File: config.mk
export PLATFORM = sky130hd
export DESIGN_NAME = bcd_operand_loader
export DESIGN_NICKNAME = d
export VERILOG_FILES = /design/src/rtl/bcd_pkg.sv /design/src/rtl/bcd_digit_check.sv /design/src/rtl/bcd_operand_loader.sv
export SDC_FILE = /design/constraint.sdc
export NUM_CORES = 1
export LEC_CHECK = 0
export CORE_ASPECT_RATIO = 1.2
export CORE_UTILIZATION = 65
export DETAILED_ROUTE_END_ITERATION = 10
export DONT_BUFFER_PORTS = 1
export PLACE_DENSITY = 0.89
export RECOVER_POWER = 50
export SLEW_MARGIN = 20
export SYNTH_ARGS = -nofsm -noshare
export SYNTH_HDL_FRONTEND = slang
export SYNTH_SLANG_ARGS = --single-unit
export TNS_END_PERCENT = 5
File: constraint.sdc
create_clock -name clk -period 4.6 [get_ports clk]
set_clock_uncertainty 0.15 [all_clocks]
set_input_delay 0.69 -clock clk [delete_from_list [all_inputs] [get_ports clk]]
set_output_delay 0.69 -clock clk [all_outputs]
set_load 0.005 [all_outputs]
File: src/rtl/bcd_pkg.sv
// Shared definitions for the BCD operand loader.
//   BCD_DIGIT_W : width of one packed BCD digit
//   BCD_MAX     : largest legal BCD digit value
//   load_state_t: loader FSM states
package bcd_pkg;

  localparam int unsigned BCD_DIGIT_W = 4;
  localparam logic [BCD_DIGIT_W-1:0] BCD_MAX = 4'd9;

  typedef enum logic [1:0] {
    LOAD_A  = 2'd0,
    LOAD_B  = 2'd1,
    PRESENT = 2'd2,
    ERROR   = 2'd3
  } load_state_t;

endpackage

File: src/rtl/bcd_digit_check.sv
// Combinational range check for a single BCD digit.
// Ports:
//   digit  : candidate digit
//   bad    : 1 when digit is not a legal BCD value (greater than BCD_MAX)
module bcd_digit_check
  import bcd_pkg::*;
(
  input  logic [BCD_DIGIT_W-1:0] digit,
  output logic                   bad
);

  always_comb begin
    bad = (digit > BCD_MAX);
  end

endmodule

File: src/rtl/bcd_operand_loader.sv
// Serial BCD operand loader: collects NDIG digits of A, then NDIG digits of B
// (most-significant first), latches a carry-in with the final B digit and
// presents the complete operand set to a downstream BCD adder with a
// valid/ready handshake. A non-BCD digit parks the loader in ERROR with a
// sticky err flag until clear or rst.
// Ports:
//   clk, rst      : clock, asynchronous active-high reset
//   dig_in        : one BCD digit, MSD first
//   dig_valid     : dig_in holds a digit
//   dig_ready     : loader can accept a digit this cycle
//   cin_in        : carry-in, sampled with the final B digit
//   clear         : synchronous abort and flush (highest priority)
//   a_out, b_out  : assembled packed-BCD operands
//   cin_out       : latched carry-in
//   op_valid      : operand set complete and held stable
//   op_ready      : downstream takes the operand set
//   err           : sticky non-BCD digit flag
module bcd_operand_loader
  import bcd_pkg::*;
#(
  parameter int unsigned NDIG = 2
) (
  input  logic                            clk,
  input  logic                            rst,
  input  logic [BCD_DIGIT_W-1:0]          dig_in,
  input  logic                            dig_valid,
  output logic                            dig_ready,
  input  logic                            cin_in,
  input  logic                            clear,
  output logic [BCD_DIGIT_W*NDIG-1:0]     a_out,
  output logic [BCD_DIGIT_W*NDIG-1:0]     b_out,
  output logic                            cin_out,
  output logic                            op_valid,
  input  logic                            op_ready,
  output logic                            err
);

  localparam int unsigned W  = BCD_DIGIT_W * NDIG;
  localparam int unsigned CW = (NDIG > 1) ? $clog2(NDIG) : 1;
  localparam logic [CW-1:0] CNT_LAST = CW'(NDIG - 1);

  load_state_t     state;
  logic [W-1:0]    a_reg;
  logic [W-1:0]    b_reg;
  logic            cin_reg;
  logic [CW-1:0]   cnt;
  logic            op_valid_reg;
  logic            err_reg;

  logic            digit_bad;
  logic            last_digit;
  // Shift-in computed on a widened vector so the slice stays legal for NDIG=1.
  logic [W+3:0]    a_ext;
  logic [W+3:0]    b_ext;

  bcd_digit_check u_digit_check (
    .digit (dig_in),
    .bad   (digit_bad)
  );

  assign a_ext      = {a_reg, dig_in};
  assign b_ext      = {b_reg, dig_in};
  assign last_digit = (cnt == CNT_LAST);

  // Ready is a pure state decode so it never depends on dig_valid.
  always_comb begin
    dig_ready = (state == LOAD_A) || (state == LOAD_B);
  end

  always_ff @(posedge clk or posedge rst) begin
    if (rst) begin
      state        <= LOAD_A;
      a_reg        <= '0;
      b_reg        <= '0;
      cin_reg      <= 1'b0;
      cnt          <= '0;
      op_valid_reg <= 1'b0;
      err_reg      <= 1'b0;
    end else if (clear) begin
      state        <= LOAD_A;
      a_reg        <= '0;
      b_reg        <= '0;
      cin_reg      <= 1'b0;
      cnt          <= '0;
      op_valid_reg <= 1'b0;
      err_reg      <= 1'b0;
    end else begin
      unique case (state)
        LOAD_A: begin
          if (dig_valid) begin
            if (digit_bad) begin
              state   <= ERROR;
              err_reg <= 1'b1;
            end else begin
              a_reg <= a_ext[W-1:0];
              if (last_digit) begin
                cnt   <= '0;
                state <= LOAD_B;
              end else begin
                cnt <= cnt + CW'(1);
              end
            end
          end
        end

        LOAD_B: begin
          if (dig_valid) begin
            if (digit_bad) begin
              state   <= ERROR;
              err_reg <= 1'b1;
            end else begin
              b_reg <= b_ext[W-1:0];
              if (last_digit) begin
                cnt          <= '0;
                cin_reg      <= cin_in;
                op_valid_reg <= 1'b1;
                state        <= PRESENT;
              end else begin
                cnt <= cnt + CW'(1);
              end
            end
          end
        end

        PRESENT: begin
          if (op_ready) begin
            state        <= LOAD_A;
            a_reg        <= '0;
            b_reg        <= '0;
            cin_reg      <= 1'b0;
            cnt          <= '0;
            op_valid_reg <= 1'b0;
          end
        end

        ERROR: begin
          state <= ERROR;
        end

        default: begin
          state <= LOAD_A;
        end
      endcase
    end
  end

  assign a_out    = a_reg;
  assign b_out    = b_reg;
  assign cin_out  = cin_reg;
  assign op_valid = op_valid_reg;
  assign err      = err_reg;

endmodule

==> results.tsv, run 1 <==
stage	metric	value	unit
cts	clock_path_buffers	2	
placed_design	routabilityCongestion	0.848	
cts	quantity_of_gates_resized_following_cts	0	
critical_path	critPathMaxFanout	9	
timing	fin_hold_ws	0.259	ns
drt	drc	0	
cts	tritoncts	yes	
timing	relSlewSlack	0.469	
timing	slew_of_the_pin_with_the_lowest_slew_margin	0.795	ns
pwr	power.leakage	0.512	nW
drt	drt-total-wl	1880	um
synthesis	ys_seq_elements	22	
synthesis	post_syn_nets	110	
synthesis	synth.lib_cells_used.distinct	33	
critical_path	worstSetupEndpointType	flip-flop	
timing	setup-violations-final	0	
cts	postCtsSetupBuffers	0	
timing	setup_repair_after_global_routing_missed_its_margin	no	
timing	finalCritPeriodShare	0.404	
drt	wire_per_inst	16.6	um
synthesis	largest_cells_by_area_after_synthesis	dfrtp_1, mux2i_1, mux2_4, inv_1, mux2_2	
critical_path	crit_path_top_delay_cell	o311a_1	
drt	detail_route.vias_per_cell	6.43	
drt	detailedRoute.firstPassIterationCount	5	
timing	setup_slack	2.74	ns
finish	layout.cells.non_filler	113	
job	drv.max_cap_violation_count	0	
global_routing	first_global_vias	684	
timing	hold_viol_final	0	
global_routing	grt_antenna_before_repair	0	
timing	max_freq	0.539	GHz
synthesis	postSynthAreaPerCell	11.2	um2
critical_path	worstSetupStartpointType	flip-flop	
finish	finish.net_count	107	
finish	final_instance_area	1110	um2
die	fp.dieW	39.9	um
critical_path	timing.critical_path.cells	nand3b_1 > o311a_1 > mux2_4	
critical_path	timing.setup.critical_path_class	flip-flop to flip-flop	
placed_design	postPlaceCellArea	1090	um2
synthesis	ys_warn_count	0	
drt	detail-route-antenna-nets	0	
finish	antenna_cells_inserted	0	
die	placeableCoreArea	1620	um2
die	top_level_ports	30	
global_routing	global_route.usage.total	0.235	
critical_path	arrival	1.90	ns
drt	drtIter0Drc	18	
drt	num_vias	727	
global_routing	grt_first_pass_wirelength	2960	um
finish	post_route_cells_drive_above_1_share	0.147	
synthesis	synth-seq-area-share	0.492	
die	core.rowCount	16	
placed_design	dp_hpwl	1380	um
placed_design	numPortBuffers	0	
placed_design	place_inst	110	
global_routing	pin_count_of_the_biggest_net_entering_global_routing	23	
die	initial_utilization	0.690	
synthesis	area_of_the_mapped_netlist	1120	um2
cts	clock-root-buffer	clkbuf_4	
die	die_y	47.4	um
placed_design	preCtsSetupSlack	2.45	ns
timing	fin_crit_period	1.86	ns
cts	cts-buffers-inserted	3	
critical_path	biggest_cell_delay_along_the_critical_path	0.50	ns
global_routing	overflow	0	
worst_hold_path	hold_class	input pin to asynchronous set/reset pin	
outcome	outcome	finished clean	
synthesis	post_synth_inst_count	100	
synthesis	post-synth-top-area-cell	dfrtp_1	
die	floorplan.die_area	1890	um2
timing	total_count_of_max_transition_violations_in_the_final_report	0	
synthesis	synth_top_area_share	0.492	
timing	setup_total_negative_slack	0	ns
cts	insertion_delay	0.30	ns
cts	h-tree-depth	1	
finish	area.growth.synth_to_final	-0.895	%
cts	clock-sinks	22	
cts	ctsHoldBuffers	0	
critical_path	worst_ep_required_time	4.64	ns
cts	cts.clk_slew.worst_paths	0.11	ns
pwr	vdd_ir_drop_max	297	uV
pwr	cellPowerDensity	415	nW/um2
-- placed cells by master (no fill, tap or decap), drive strengths merged, types with 2 or more instances in the layout --
cell type / n
a21oi: 2
and3: 4
clkbuf: 3
dfrtp: 22
inv: 12
mux2: 8
mux2i: 8
nand2: 2
nand2b: 2
nand3: 8
nand3b: 2
o2111ai: 2
o211ai: 3
o31ai: 2
or3: 4
-- cell usage after synthesis (all sizes together) --
master	instances
nand2	2
inv	12
mux2i	8
a2bb2oi	1
buf	4
nor2	1
o2bb2ai	1
and3	4
a31oi	1
nor2b	1
clkbuf	4
o2111ai	2
o211a	1
nand3	8
nand3b	2
mux2	8
a211oi	1
dfrtp	22
o21a	1
nand2b	2
nor4b	1
o211ai	3
or3	4
o311a	1
or4b	1
o31ai	2
a21oi	2
-- per-stage QoR --
stage / utilization / total power [mW]
2_1_floorplan: - / 0.369
3_3_place_gp: 0.670 / 0.377
3_5_place_dp: 0.670 / 0.381
4_1_cts: 0.684 / 0.463
5_1_grt: 0.684 / 0.491
6_report: 0.684 / 0.460
-- area by class of cell --
type	count	area, um2
flip-flops and latches	22	551
multi-input cells	58	468
inverters	12	45.0
fillers	100	513
clock buffers	3	22.5
well taps	18	22.5
-- layer usage --
| layer | part of all wire | wire [um] | up-vias | global-route usage |
|---|---|---|---|---|
| li1 | - | - | 345 | - |
| met4 | 0.026 | 49 | 0 | 0.110 |
| met1 | 0.44 | 834 | 347 | 0.302 |
| met2 | 0.47 | 878 | 29 | 0.352 |
| met5 | 0 | 0 | - | 0 |
| met3 | 0.061 | 114 | 6 | 0.0837 |
-- power by group --
group,total [mW],internal [mW],leakage (nW),switching [mW]
clock,0.0833,0.0306,0.0138,0.0527
combinational,0.109,0.0543,0.209,0.0548
sequential,0.268,0.229,0.290,0.0387
-- worst max-delay path, delay by kind of cell, from the launching register on --
kind	cells	cell delay [ns]
AOI/OAI and AO/OA	1	0.50
DFF	1	0.49
muxes	1	0.34
and+or+nand+nor	1	0.26
-- final timing paths --
path	cells after the start	start	to	slack, ns
max	3	state[0]$_DFFE_PP0P_	a_out[0]$_DFFE_PP0P_	2.74
min	1	rst	state[1]$_DFFE_PP0P_	0.26
max reg2reg	3	state[0]$_DFFE_PP0P_	a_out[0]$_DFFE_PP0P_	2.74
min reg2reg	2	err$_DFFE_PP0P_	err$_DFFE_PP0P_	0.39
max in group asynchronous	1	rst	b_out[6]$_DFFE_PP0P_	3.54
min in group clk	1	clear	cnt$_DFFE_PP0P_	0.28
-- logic make-up after synthesis --
| family | after synthesis | share of synthesized area |
|---|---|---|
| flops | 22 | 0.492 |
| simple gates | 26 | 0.142 |
| mux | 16 | 0.166 |
| buf+inv | 20 | 0.0895 |
| compound gates | 16 | 0.111 |
No activity file was read; power rests on OpenSTA's default activity.
==> run 2: changes to the inputs <==
--- a/config.mk
+++ b/config.mk
@@ -6,10 +6,10 @@
 export NUM_CORES = 1
 export LEC_CHECK = 0
 export CORE_ASPECT_RATIO = 1.2
-export CORE_UTILIZATION = 65
+export CORE_UTILIZATION = 60
 export DETAILED_ROUTE_END_ITERATION = 10
 export DONT_BUFFER_PORTS = 1
-export PLACE_DENSITY = 0.89
+export PLACE_DENSITY = 0.84
 export RECOVER_POWER = 50
 export SLEW_MARGIN = 20
 export SYNTH_ARGS = -nofsm -noshare
==> constraint.sdc (replaced) <==
create_clock -name clk -period 1.9 [get_ports clk]
set_clock_uncertainty 0.15 [all_clocks]
set_input_delay 0.285 -clock clk [delete_from_list [all_inputs] [get_ports clk]]
set_output_delay 0.285 -clock clk [all_outputs]
set_load 0.005 [all_outputs]
==> run 2 against run 1 <==
Flip-flop and latch count unchanged. Highest routed layer unchanged. Register-to-register slack worse by 2.6 ns. Worst setup slack got worse by 2.6 ns. Critical endpoint is now b_out[2]$_DFFE_PP0P_. Largest power group unchanged. First-iteration DRC count down 33%. Via count up 9.8%. Routed wire length grew 13%. Worst hold slack worse by 0.25 ns.
==> results.tsv, run 2 (same netlist as run 1, synthesis figures left out) <==
stage	metric	value	unit	change
timing	finalCritPeriodShare	0.944		was 0.404
pwr	p_total	1.31	mW	was 0.460 mW
drt	wire_per_inst	17.3	um	was 16.6 um
die	floorplan.die_area	2040	um2	was 1890 um2
global_routing	pin_count_of_the_biggest_net_entering_global_routing	23		unchanged
timing	slew_of_the_pin_with_the_lowest_slew_margin	0.548	ns	was 0.795 ns
cts	quantity_of_gates_resized_following_cts	0		unchanged
pwr	p_comb_frac	0.223		was 0.237
finish	area_taken_by_flip_flops_and_latches	551	um2	unchanged
placed_design	numPortBuffers	0		unchanged
drt	drc	0		unchanged
timing	relSlewSlack	0.635		was 0.469
cts	clock-sinks	22		unchanged
finish	post_route_cells_drive_above_1_share	0.190		was 0.147
pwr	internal-power	0.919	mW	was 0.314 mW
global_routing	overflow	0		unchanged
cts	clock_path_buffers	2		unchanged
cts	cts-buffers-inserted	3		unchanged
die	top_level_ports	30		unchanged
finish	layout.filler_cells	122		was 100
drt	drt-total-wl	2130	um	was 1880 um
global_routing	first_global_vias	779		was 684
finish	area.growth.synth_to_final	8.50	%	was -0.895%
cts	h-tree-depth	1		unchanged
finish	multi_input_comb_area	468	um2	unchanged
drt	detailedRoute.firstPassIterationCount	4		was 5
timing	hold_viol_final	0		unchanged
cts	tritoncts	yes		unchanged
critical_path	worstSetupStartpointType	flip-flop		unchanged
worst_hold_path	hold_class	input pin to flip-flop		was input pin to asynchronous set/reset pin
cts	insertion_delay	0.32	ns	was 0.30 ns
die	initial_utilization	0.665		was 0.690
critical_path	timing.critical_path.buf_inv	0		unchanged
drt	detail-route-antenna-nets	0		unchanged
die	die_y	49.3	um	was 47.4 um
timing	setup-violations-final	0		unchanged
pwr	power.share.switching	0.297		was 0.318
cts	clock-root-buffer	clkbuf_4		unchanged
finish	mostFrequentLayoutCells	dfrtp_1, inv_1, nand3_1, mux2i_1		unchanged
die	fp.dieW	41.4	um	was 39.9 um
drt	drtIter0Drc	12		was 18
critical_path	worst_ep_required_time	1.97	ns	was 4.64 ns
pwr	power.leakage	0.567	nW	was 0.512 nW
cts	postCtsSetupBuffers	0		unchanged
timing	setup_total_negative_slack	0	ns	unchanged
critical_path	critPathTopFamily	flip-flops		was compound AO/OA/AOI/OAI gates
pwr	power.share.sequential	0.499		was 0.582
finish	finish.net_count	116		was 107
finish	antenna_cells_inserted	0		unchanged
critical_path	critPathMaxFanout	10		was 9
placed_design	routabilityCongestion	0.851		was 0.848
critical_path	crit_path_top_delay_cell	dfrtp_1		was o311a_1
job	drv.max_cap_violation_count	0		unchanged
critical_path	worstSetupEndpointType	flip-flop		unchanged
timing	setup_repair_after_global_routing_missed_its_margin	no		unchanged
timing	fin_crit_period	1.79	ns	was 1.86 ns
global_routing	grt_antenna_before_repair	0		unchanged
cts	cts.clk_slew.worst_paths	0.13	ns	was 0.11 ns
timing	max_freq	0.558	GHz	was 0.539 GHz
die	core.rowCount	16		unchanged
critical_path	arrival	1.86	ns	was 1.90 ns
cts	ctsHoldBuffers	3		was 0
critical_path	timing.setup.critical_path_class	flip-flop to flip-flop		unchanged
global_routing	grt_first_pass_wirelength	3580	um	was 2960 um
pwr	cellPowerDensity	1080	nW/um2	was 415 nW/um2
critical_path	biggest_cell_delay_along_the_critical_path	0.50	ns	about the same
die	placeableCoreArea	1680	um2	was 1620 um2
critical_path	timing.critical_path.cells	nand3b_1 > o211a_1 > mux2_2		was nand3b_1 > o311a_1 > mux2_4
placed_design	dp_hpwl	1490	um	was 1380 um
drt	num_vias	798		was 727
drt	detail_route.vias_per_cell	6.49		was 6.43
pwr	vdd_ir_drop_max	729	uV	was 297 uV
timing	total_count_of_max_transition_violations_in_the_final_report	0		unchanged
global_routing	global_route.usage.total	0.228		was 0.235
pwr	share_clk_of_total_power	0.278		was 0.181
finish	layout_commonest_cell	dfrtp_1		unchanged
pwr	p_sw	0.389	mW	was 0.146 mW
outcome	outcome	finished clean		unchanged
## run 2: cell count changes in the layout (fill, tap and decap cells not counted), sizes merged
cell and change:
dlygate4sd3 +4, clkbuf +1, buf +4, bufinv +1
## run 2: area by class of cell
| type | count | area share |
|---|---|---|
| multi-input combinational | 58 | 0.386 |
| clock inverter | 1 | 0.0247 |
| tap | 18 | 0.0186 |
| inverter | 12 | 0.0371 |
| timing repair buffer | 9 | 0.0619 |
| sequential | 22 | 0.454 |
| clock buffer | 3 | 0.0186 |
## run 2: routing by layer
layer / GRT usage / part of all wire
met5: 0 / 0
met2: 0.339 / 0.47
met1: 0.314 / 0.43
met3: 0.0593 / 0.076
met4: 0.0968 / 0.018
## run 2: worst paths after layout
kind	from	cells past startpoint	endpoint	slack (ns)
max in group asynchronous	rst	3	cin_out$_DFFE_PP0P_	0.87
worst max-delay path	state[0]$_DFFE_PP0P_	3	b_out[2]$_DFFE_PP0P_	0.11
worst max register to register	state[0]$_DFFE_PP0P_	3	b_out[2]$_DFFE_PP0P_	0.11
worst min-delay path	clear	2	state[1]$_DFFE_PP0P_	0.009
worst min register to register	a_out[5]$_DFFE_PP0P_	2	a_out[5]$_DFFE_PP0P_	0.40
min in group asynchronous	rst	3	a_out[5]$_DFFE_PP0P_	0.37
## run 2: power groups by stage
stage / registers, mW / clock network (mW) / logic, mW
2_1_floorplan: 0.619 / 0 / 0.274
3_3_place_gp: 0.654 / 0 / 0.277
3_5_place_dp: 0.660 / 0 / 0.285
4_1_cts: 0.651 / 0.367 / 0.291
5_1_grt: 0.667 / 0.388 / 0.322
6_report: 0.653 / 0.363 / 0.292
## run 2: stage by stage
step,hold WS (ns),util,instances,instance area (um2),worst slack (ns)
CTS,0.000792,0.717,122,1210,0.137
global route,0.000558,0.722,123,1210,0.0534
floorplan,0.124,-,100,1120,0.229
finish,0.00917,0.722,123,1210,0.107
detailed placement,0.0771,0.668,115,1120,0.145
global placement,0.0764,0.668,115,1120,0.225
